===== config.mk =====
export PLATFORM = sky130hd
export DESIGN_NAME = xgriscv_muldiv_flat
export DESIGN_NICKNAME = d
export VERILOG_FILES = /design/src/rtl/xgriscv_muldiv_if.sv /design/src/rtl/xgriscv_muldiv.sv /design/src/flat_wrapper.sv
export SDC_FILE = /design/constraint.sdc
export NUM_CORES = 1
export LEC_CHECK = 0
export CORE_MARGIN = 2
export CORE_UTILIZATION = 35
export DETAILED_ROUTE_END_ITERATION = 8
export PLACE_DENSITY = 0.53
export SETUP_SLACK_MARGIN = 0.05
export SLEW_MARGIN = 10
export SYNTH_ARGS = -nofsm -noshare
export SYNTH_HDL_FRONTEND = slang
export SYNTH_SLANG_ARGS = --single-unit

===== constraint.sdc =====
create_clock -name clk -period 6.6 [get_ports clk]
set_input_delay 1.32 -clock clk [delete_from_list [all_inputs] [get_ports clk]]
set_output_delay 1.32 -clock clk [all_outputs]
set_load 0.05 [all_outputs]

===== src/rtl/xgriscv_muldiv_if.sv =====
// xgriscv_muldiv_if: request/response bundle between the EX stage and the mul/div unit
interface xgriscv_muldiv_if #(
   parameter int XLEN        = 32,
   parameter int RFIDX_WIDTH = 5
);
   logic                   start;
   logic                   flush;
   logic [2:0]             op;
   logic [XLEN-1:0]        srca;
   logic [XLEN-1:0]        srcb;
   logic [RFIDX_WIDTH-1:0] rd_in;
   logic                   stall;
   logic                   busy;
   logic                   done;
   logic [XLEN-1:0]        result;
   logic [RFIDX_WIDTH-1:0] rd_out;
   modport master (
      output start, flush, op, srca, srcb, rd_in,
      input  stall, busy, done, result, rd_out
   );
   modport slave (
      input  start, flush, op, srca, srcb, rd_in,
      output stall, busy, done, result, rd_out
   );
endinterface


===== src/rtl/xgriscv_muldiv.sv =====
// xgriscv_muldiv: iterative radix-2 multiplier / restoring divider for RV32M
module xgriscv_muldiv #(
   parameter int XLEN        = 32,
   parameter int RFIDX_WIDTH = 5
) (
   input logic             clk,
   input logic             reset,
   xgriscv_muldiv_if.slave bus
);
   localparam int CW = $clog2(XLEN) + 1;
   localparam logic [XLEN-1:0] MIN_NEG = {1'b1, {(XLEN-1){1'b0}}};
   typedef enum logic [1:0] {IDLE, CALC, DONE} state_t;
   state_t                 state_q, state_d;
   logic [CW-1:0]          cnt_q, cnt_d;
   logic [2:0]             op_q, op_d;
   logic [RFIDX_WIDTH-1:0] rd_q, rd_d, rd_out_q, rd_out_d;
   logic [XLEN-1:0]        b_q, b_d, res_q, res_d;
   logic [2*XLEN-1:0]      p_q, p_d;
   logic                   neg_q, neg_d, nrem_q, nrem_d;
   logic                   accept, is_div, a_sgn, b_sgn, a_neg, b_neg, div0, ovf, last;
   logic [XLEN-1:0]        a_mag, b_mag, spec_res, quo, rem, fin;
   logic [XLEN:0]          mul_sum, div_try;
   logic [2*XLEN-1:0]      p_next, prod;
   assign accept   = (state_q == IDLE) & bus.start & ~bus.flush;
   assign is_div   = bus.op[2];
   assign a_sgn    = is_div ? ~bus.op[0] : (bus.op[1] ^ bus.op[0]);
   assign b_sgn    = is_div ? ~bus.op[0] : (bus.op[1:0] == 2'b01);
   assign a_neg    = a_sgn & bus.srca[XLEN-1];
   assign b_neg    = b_sgn & bus.srcb[XLEN-1];
   assign a_mag    = a_neg ? -bus.srca : bus.srca;
   assign b_mag    = b_neg ? -bus.srcb : bus.srcb;
   assign div0     = is_div & (bus.srcb == '0);
   assign ovf      = is_div & ~bus.op[0] & (bus.srca == MIN_NEG) & (bus.srcb == '1);
   assign spec_res = div0 ? (bus.op[1] ? bus.srca : '1) : (bus.op[1] ? '0 : MIN_NEG);
   assign last     = cnt_q == CW'(XLEN - 1);
   // p_q holds {high, multiplier} for mul and {partial remainder, dividend/quotient} for div
   assign mul_sum  = {1'b0, p_q[2*XLEN-1:XLEN]} + (p_q[0] ? {1'b0, b_q} : {(XLEN+1){1'b0}});
   assign div_try  = p_q[2*XLEN-1:XLEN-1] - {1'b0, b_q};
   assign p_next   = ~op_q[2] ? {mul_sum, p_q[XLEN-1:1]} :
                     div_try[XLEN] ? {p_q[2*XLEN-2:0], 1'b0} :
                     {div_try[XLEN-1:0], p_q[XLEN-2:0], 1'b1};
   assign prod     = neg_q ? -p_next : p_next;
   assign quo      = neg_q ? -p_next[XLEN-1:0] : p_next[XLEN-1:0];
   assign rem      = nrem_q ? -p_next[2*XLEN-1:XLEN] : p_next[2*XLEN-1:XLEN];
   assign fin      = op_q[2] ? (op_q[1] ? rem : quo) :
                     (op_q[1:0] == 2'b00) ? prod[XLEN-1:0] : prod[2*XLEN-1:XLEN];
   assign bus.stall  = reset & (accept | (state_q == CALC));
   assign bus.busy   = (state_q == CALC) | (state_q == DONE);
   assign bus.done   = (state_q == DONE) & ~bus.flush;
   assign bus.result = res_q;
   assign bus.rd_out = rd_out_q;
   // Next state: zero divisor and signed overflow bypass the iterations
   always_comb begin
      state_d = state_q;
      case (state_q)
         IDLE:    state_d = accept ? ((div0 | ovf) ? DONE : CALC) : IDLE;
         CALC:    state_d = bus.flush ? IDLE : (last ? DONE : CALC);
         default: state_d = IDLE;
      endcase
   end
   // Datapath: latch magnitudes on accept, one step per CALC cycle, sign fix-up on the last step
   always_comb begin
      cnt_d    = cnt_q;
      op_d     = op_q;
      rd_d     = rd_q;
      b_d      = b_q;
      p_d      = p_q;
      neg_d    = neg_q;
      nrem_d   = nrem_q;
      res_d    = res_q;
      rd_out_d = rd_out_q;
      if (accept) begin
         cnt_d  = '0;
         op_d   = bus.op;
         rd_d   = bus.rd_in;
         b_d    = b_mag;
         p_d    = {{XLEN{1'b0}}, a_mag};
         neg_d  = a_neg ^ b_neg;
         nrem_d = a_neg;
         if (div0 | ovf) begin
            res_d    = spec_res;
            rd_out_d = bus.rd_in;
         end
      end else if ((state_q == CALC) && !bus.flush) begin
         p_d = p_next;
         if (last) begin
            res_d    = fin;
            rd_out_d = rd_q;
         end else begin
            cnt_d = cnt_q + CW'(1);
         end
      end
   end
   // State and datapath registers, cleared asynchronously by reset
   always_ff @(posedge clk or negedge reset) begin
      if (!reset) begin
         state_q  <= IDLE;
         cnt_q    <= '0;
         op_q     <= '0;
         rd_q     <= '0;
         b_q      <= '0;
         p_q      <= '0;
         neg_q    <= 1'b0;
         nrem_q   <= 1'b0;
         res_q    <= '0;
         rd_out_q <= '0;
      end else begin
         state_q  <= state_d;
         cnt_q    <= cnt_d;
         op_q     <= op_d;
         rd_q     <= rd_d;
         b_q      <= b_d;
         p_q      <= p_d;
         neg_q    <= neg_d;
         nrem_q   <= nrem_d;
         res_q    <= res_d;
         rd_out_q <= rd_out_d;
      end
   end
endmodule


===== src/flat_wrapper.sv =====
// flat-port wrapper written by rule: the top's interface ports become plain ports
module xgriscv_muldiv_flat 
#(
   parameter int XLEN        = 32,
   parameter int RFIDX_WIDTH = 5
)
  (clk, reset, bus_start, bus_flush, bus_op, bus_srca, bus_srcb, bus_rd_in, bus_stall, bus_busy, bus_done, bus_result, bus_rd_out);
  xgriscv_muldiv_if #(.XLEN(XLEN), .RFIDX_WIDTH(RFIDX_WIDTH)) bus_i ();
  input logic clk;
  input logic reset;
  input wire logic [$bits(bus_i.start)-1:0] bus_start;
  input wire logic [$bits(bus_i.flush)-1:0] bus_flush;
  input wire logic [$bits(bus_i.op)-1:0] bus_op;
  input wire logic [$bits(bus_i.srca)-1:0] bus_srca;
  input wire logic [$bits(bus_i.srcb)-1:0] bus_srcb;
  input wire logic [$bits(bus_i.rd_in)-1:0] bus_rd_in;
  output wire logic [$bits(bus_i.stall)-1:0] bus_stall;
  output wire logic [$bits(bus_i.busy)-1:0] bus_busy;
  output wire logic [$bits(bus_i.done)-1:0] bus_done;
  output wire logic [$bits(bus_i.result)-1:0] bus_result;
  output wire logic [$bits(bus_i.rd_out)-1:0] bus_rd_out;
  assign bus_i.start = bus_start;
  assign bus_i.flush = bus_flush;
  assign bus_i.op = bus_op;
  assign bus_i.srca = bus_srca;
  assign bus_i.srcb = bus_srcb;
  assign bus_i.rd_in = bus_rd_in;
  assign bus_stall = bus_i.stall;
  assign bus_busy = bus_i.busy;
  assign bus_done = bus_i.done;
  assign bus_result = bus_i.result;
  assign bus_rd_out = bus_i.rd_out;
  xgriscv_muldiv #(.XLEN(XLEN), .RFIDX_WIDTH(RFIDX_WIDTH)) u_core (.clk(clk), .reset(reset), .bus(bus_i));
endmodule

Word-level counts from Yosys, hierarchy flattened
Cells that the tools add are included.
{"block": "classes", "n_addsub": 8, "eq_ne": 8, "mux": 34, "bitwise_logic": 17, "reduce_logical": 9}
{"operator": "$mux 32", "n": 15}
{"operator": "$mux 64", "n": 5}
{"operator": "$neg 32->32", "n": 4}
{"operator": "$eq 32x32->1 const B", "n": 2}
{"operator": "$neg 64->64", "n": 1}
{"operator": "$add 32x33->33", "n": 1}
{"operator": "$sub 33x32->33", "n": 1}
{"operator": "$logic_not 32->1", "n": 1}
{"operator": "$mux 5", "n": 4}
{"operator": "$mux 6", "n": 3}
{"operator": "$and 1x1->1", "n": 10}
{"operator": "$mux 2", "n": 4}
{"operator": "$add 6x1->6 const B", "n": 1}
{"operator": "$eq 6x5->1 const B", "n": 1}
{"operator": "$eq 2x1->1 const B", "n": 2}
{"operator": "$logic_not 2->1", "n": 2}
{"operator": "$pmux 2 s2", "n": 1}
{"operator": "$reduce_bool 2->1", "n": 2}
{"operator": "$or 1x1->1", "n": 3}
{"operator": "$reduce_and 3->1", "n": 1}
{"operator": "$eq 2x2->1 const B", "n": 1}
{"operator": "$mux 1", "n": 2}
{"operator": "$ne 2x1->1 const B", "n": 1}
{"operator": "$ne 2x2->1 const B", "n": 1}
{"operator": "5 further kinds", "n": 7}
{"block": "word_totals", "ff_bits": 151, "inputBits": 76, "out_inout_bits": 40, "word_cells": 86}

Longest topological paths before layout
{"block": "logic_depth", "ltp_word": 10, "ltp_mapped": 24}

Least setup slack after synthesis
Ideal clock, no wire load.
{"block": "synth_timing", "kind": "register to register", "startpoint": "register u_core.p_q[31]", "endpoint": "register u_core.res_q[30], in the netlist u_core.bus.result[30]", "setup_ps": 123, "t_arrival_ps": 4924, "path_slack_ps": 1552, "path_stages_with_launch": 25, "synth_period_minus_slack_ps": 5048, "path_cell_list": "dfrtp_1 inv_1 ha_1 inv_1 fa_1 a211oi_1 o211a_1 nor4_4 o21a_1 buf_6 o21ai_0 o21a_1 ha_1 inv_1 nor3_1 o21ai_0 or4b_2 nor4_1 nand2_1 o21ai_0 xnor2_1 o211a_1 nand2_1 nor3_1 nor3_1"}
{"block": "synth_between", "elab_chain_len": 10, "elab_cells_between_ends": 15, "cone_classes": "add/sub (4); mux (11)"}
{"element": "start: declaration", "line_no": "xgriscv_muldiv.sv:18", "text": "logic [2*XLEN-1:0] p_q, p_d;"}
{"element": "start signal: assignment", "line_no": "xgriscv_muldiv.sv:113", "text": "p_q <= p_d;"}
{"element": "$sub 33x32->33", "line_no": "xgriscv_muldiv.sv:38", "text": "assign div_try = p_q[2*XLEN-1:XLEN-1] - {1'b0, b_q};"}
{"element": "$mux 64", "line_no": "xgriscv_muldiv.sv:40", "text": "div_try[XLEN] ? {p_q[2*XLEN-2:0], 1'b0} :"}
{"element": "$mux 64 *", "line_no": "xgriscv_muldiv.sv:39", "text": "assign p_next = ~op_q[2] ? {mul_sum, p_q[XLEN-1:1]} :"}
{"element": "$neg 64->64 (tied with other cells)", "line_no": "xgriscv_muldiv.sv:42", "text": "assign prod = neg_q ? -p_next : p_next;"}
{"element": "$mux 64 (tied with other cells)", "line_no": "xgriscv_muldiv.sv:42"}
{"element": "$mux 32, on equally long branches", "line_no": "xgriscv_muldiv.sv:46, xgriscv_muldiv.sv:45"}
{"element": "$mux 32 *", "line_no": "xgriscv_muldiv.sv:45", "text": "assign fin = op_q[2] ? (op_q[1] ? rem : quo) :"}
{"element": "$mux 32 *", "line_no": "xgriscv_muldiv.sv:86", "text": "if (last) begin"}
{"element": "$mux 32 *", "line_no": "xgriscv_muldiv.sv:84", "text": "end else if ((state_q == CALC) && !bus.flush) begin"}
{"element": "$mux 32 *", "line_no": "xgriscv_muldiv.sv:72", "text": "if (accept) begin"}
{"element": "end signal: assignment", "line_no": "xgriscv_muldiv.sv:116", "text": "res_q <= res_d;"}
{"element": "end: declaration", "line_no": "xgriscv_muldiv.sv:17", "text": "logic [XLEN-1:0] b_q, b_d, res_q, res_d;"}
Every way passes the cells marked *; elsewhere a longest branch is shown, timed or not. The select of a mux whose other input is x is not followed.
A chain may end at the register's enable or synchronous reset.

Worst setup path in the final report
Same ends and word-level chain as after synthesis.

==> results_dict.tcl <==
set metrics [dict create \
    ys_seq_elements 151 \
    cp-end-kind "flip-flop" \
    fin_nets 2331 \
    relSlewSlack_pct 35.1 \
    drt-initial-drc-count 1748 \
    diodes 0 \
    cts_tree "built" \
    rr_worst_depth 21 \
    worstHoldStart "u_core.rd_q[3]$_DFFE_PN0P_" \
    num_rows 78 \
    dieArea_um2 47400 \
    outcome "complete, no violations" \
    syn_to_final_growth_pct 15.2 \
    ys_warn_count 0 \
    cp-startpoint "u_core.p_q[31]$_DFFE_PN0P_" \
    async_flop_share_pct 100 \
    p_int_mw 3.03 \
    portBuffers 115 \
    tns_ns 0 \
    netlist_area_um2 16000 \
    worst_pin_slew_ns 0.973 \
    yosysTopAreaCell "dfrtp_1" \
    power_mw 6.33 \
    drt_wl_total_mm 66.7 \
    htree_levels 4 \
    pwr-share-clk_pct 16.2 \
    synthMostInstantiatedCell "nand2_1" \
    cts_inserted_buffers 17 \
    die_y_um 218 \
    whs_ns 0.470 \
    critPathMaxFanout 10 \
    p_leak_nw 7.45 \
    arrival_ns 6.46 \
    startpoint_type "flip-flop" \
    regToRegStartpoint "u_core.p_q[31]$_DFFE_PN0P_" \
    synth_edf_count 0 \
    cts_buffer_depth 2 \
    max-cap-violations 0 \
    synth_commonest_cells "277 x nand2_1, 196 x o21ai_0, 162 x nor2_1" \
    grt-ovfl-total 0 \
    route.detailed.drc 0 \
    clock_sinks 151 \
    ctsResizeCount 0 \
    ir_drop_mv 0.225 \
    synth_flop_cell "dfrtp_1" \
    power_density_nw_per_um2 344 \
    power_frac_seq_pct 21.3 \
    die_w_um 218 \
    period_needed_ns 6.04 \
    period_share_pct 91.6 \
    placed_cells 2760 \
    yosysSeqAreaShare_pct 23.6 \
    cts_root_buf "clkbuf_16" \
    fillers 4731 \
    hold_path_end "u_core.rd_q[3]$_DFFE_PN0P_" \
    r2r_slack_ns 0.56 \
    synth_cell_types 102 \
    grt.total_usage_pct 28.2 \
    antenna_found_initial 2 \
    slew_viol_final 0 \
    dp_hpwl_mm 52.2 \
    routabilityCongestion 0.962 \
    fin_cells 2792 \
    grt_pass1_wl_mm 101 \
    required_ns 7.01 \
    critPathKind "flip-flop to flip-flop" \
    drive_above_1_share_pct 7.89 \
    slowest_stage "or4b_2" \
    finalHoldViolCount 0 \
    grt_pass1_vias 16000 \
    io_pins 116 \
    ant_nets 0 \
    grt_max_degree 69 \
    first_pass_iters 6 \
    initial_core_util_pct 35.3 \
    worst_r2r_endpoint "u_core.bus.result[30]$_DFFE_PN0P_" \
    path_cells "inv_1 -> ha_1 -> inv_1 -> fa_1 -> a211oi_1 -> o211a_1 -> nor4_4 -> o21a_1 -> o21ai_0 -> o21a_1 -> ha_1 -> inv_1 -> nor3_1 -> o21ai_0 -> or4b_2 -> nor4_1 -> nand4_1 -> nor4_1 -> nand3_1 -> and4_1 -> nor3_1" \
    synth.avg_cell_area_um2 7.58 \
    hold_class "flip-flop to flip-flop" \
    coreArea_um2 45300 \
    viasPerCell 6.02 \
    critPathMaxStageDelay_ns 0.70 \
    ctsHoldBuffers 0 \
    rsz0062_at_grt "no" \
    wl_per_cell_um 23.9 \
    syn_inst 2110 \
    p_comb_share_pct 62.4 \
    synth_area_leaders "dfrtp_1 24%, nand2_1 6.5%, xnor2_1 6.2%" \
    vias 16800 \
    crit_top_cell "inv_1" \
    setup_violations 0 \
    finalClockSkew_ns 0.0127 \
    p_sw_share_pct 52.1 \
    syn_nets 2262 \
    synth_top_area_share_pct 23.6 \
    clock.fmax_mhz 165 \
    path_clk_slew_ns 0.07 \
    worstSkewPairLatency_ns 0.50 \
    postCtsSetupRepairBufs 0 \
    switching_power_mw 3.30 \
    whs_path_depth 2 \
]
==> final cells by class <==
| cell class | count | area [um2] | share of cell area [%] |
|---|---|---|---|
| Clock buffer | 18 | 429 | 2.33 |
| Sequential cell | 151 | 3780 | 20.5 |
| Clock inverter | 14 | 151 | 0.822 |
| Inverter | 75 | 282 | 1.53 |
| Tap cell | 600 | 751 | 4.08 |
| Timing Repair Buffer | 173 | 1600 | 8.69 |
| Multi-Input combinational cell | 1761 | 11400 | 62.0 |
==> layout by cell type, fill, tap and decap left out, types with 47 or more instances in the layout <==
cell type	instances
a21oi_1	160
buf_4	57
clkdlybuf4s50_1	114
dfrtp_1	150
ha_1	74
inv_1	73
nand2_1	276
nand3_1	47
nor2_1	160
nor3_1	55
o21ai_0	196
xnor2_1	113
xor2_1	75
==> metal layers <==
metal  track usage (%)  wire (um)
met2              42.8      29200
met5                 0         18
met3              6.04       5330
met1              39.7      30200
met4              8.98       1930
==> sequential cells by signal, indices dropped and copies added, names as in the netlist <==
name / count
u_core.op_q: 3
u_core.b_q: 32
u_core.state_q: 2
u_core.rd_q: 5
u_core.p_q: 64
u_core.cnt_q: 6
u_core.bus.rd_out: 5
u_core.bus.result: 32
u_core.nrem_q: 1
u_core.neg_q: 1
==> cells by family after synthesis <==
kind of cell / Yosys count / share of synthesized area [%]
compound gates: 690 / 28.6
flops: 151 / 23.6
mux: 56 / 3.62
xor+xnor: 188 / 10.3
fa+ha+maj: 76 / 6.04
buf+inv: 198 / 5.04
simple gates: 751 / 22.8
==> how the worst max path moves through the flow <==
stage                                              endpoint  slack, ns  depth (start not counted)
final                     u_core.bus.result[30]$_DFFE_PN0P_       0.56                         21
after global routing      u_core.bus.result[12]$_DFFE_PN0P_       0.12                         22
after CTS                 u_core.bus.result[30]$_DFFE_PN0P_       0.64                         21
after detailed placement  u_core.bus.result[30]$_DFFE_PN0P_       0.67                         21
after global placement    u_core.bus.result[30]$_DFFE_PN0P_       0.67                         23
after floorplan           u_core.bus.result[30]$_DFFE_PN0P_       1.55                         24
==> worst max-delay path: cells and delay by family, from the launching register on <==
kind	cells	cell delay (ns)
flops	1	0.42
fa+ha+maj	3	0.81
compound gates	6	1.72
buf+inv	3	0.21
simple gates	9	2.80
==> power by group through the flow <==
stage / logic [mW] / registers [mW] / clock network, mW
global placement: 3.86 / 1.35 / 0
floorplan: 2.72 / 1.22 / 0
global route: 4.27 / 1.37 / 1.08
detailed placement: 3.87 / 1.35 / 0
CTS: 3.89 / 1.34 / 1.05
finish: 3.95 / 1.35 / 1.03
==> through the flow <==
step / cell area [um2] / worst slack (ns) / utilization, %
after detailed placement: 17800 / 0.667 / 39.4
after global routing: 18400 / 0.124 / 40.7
final: 18400 / 0.557 / 40.7
after CTS: 18400 / 0.637 / 40.7
after floorplan: 16000 / 1.55 / -
after global placement: 17800 / 0.672 / 39.4
Power figures use the tool's default switching activity.
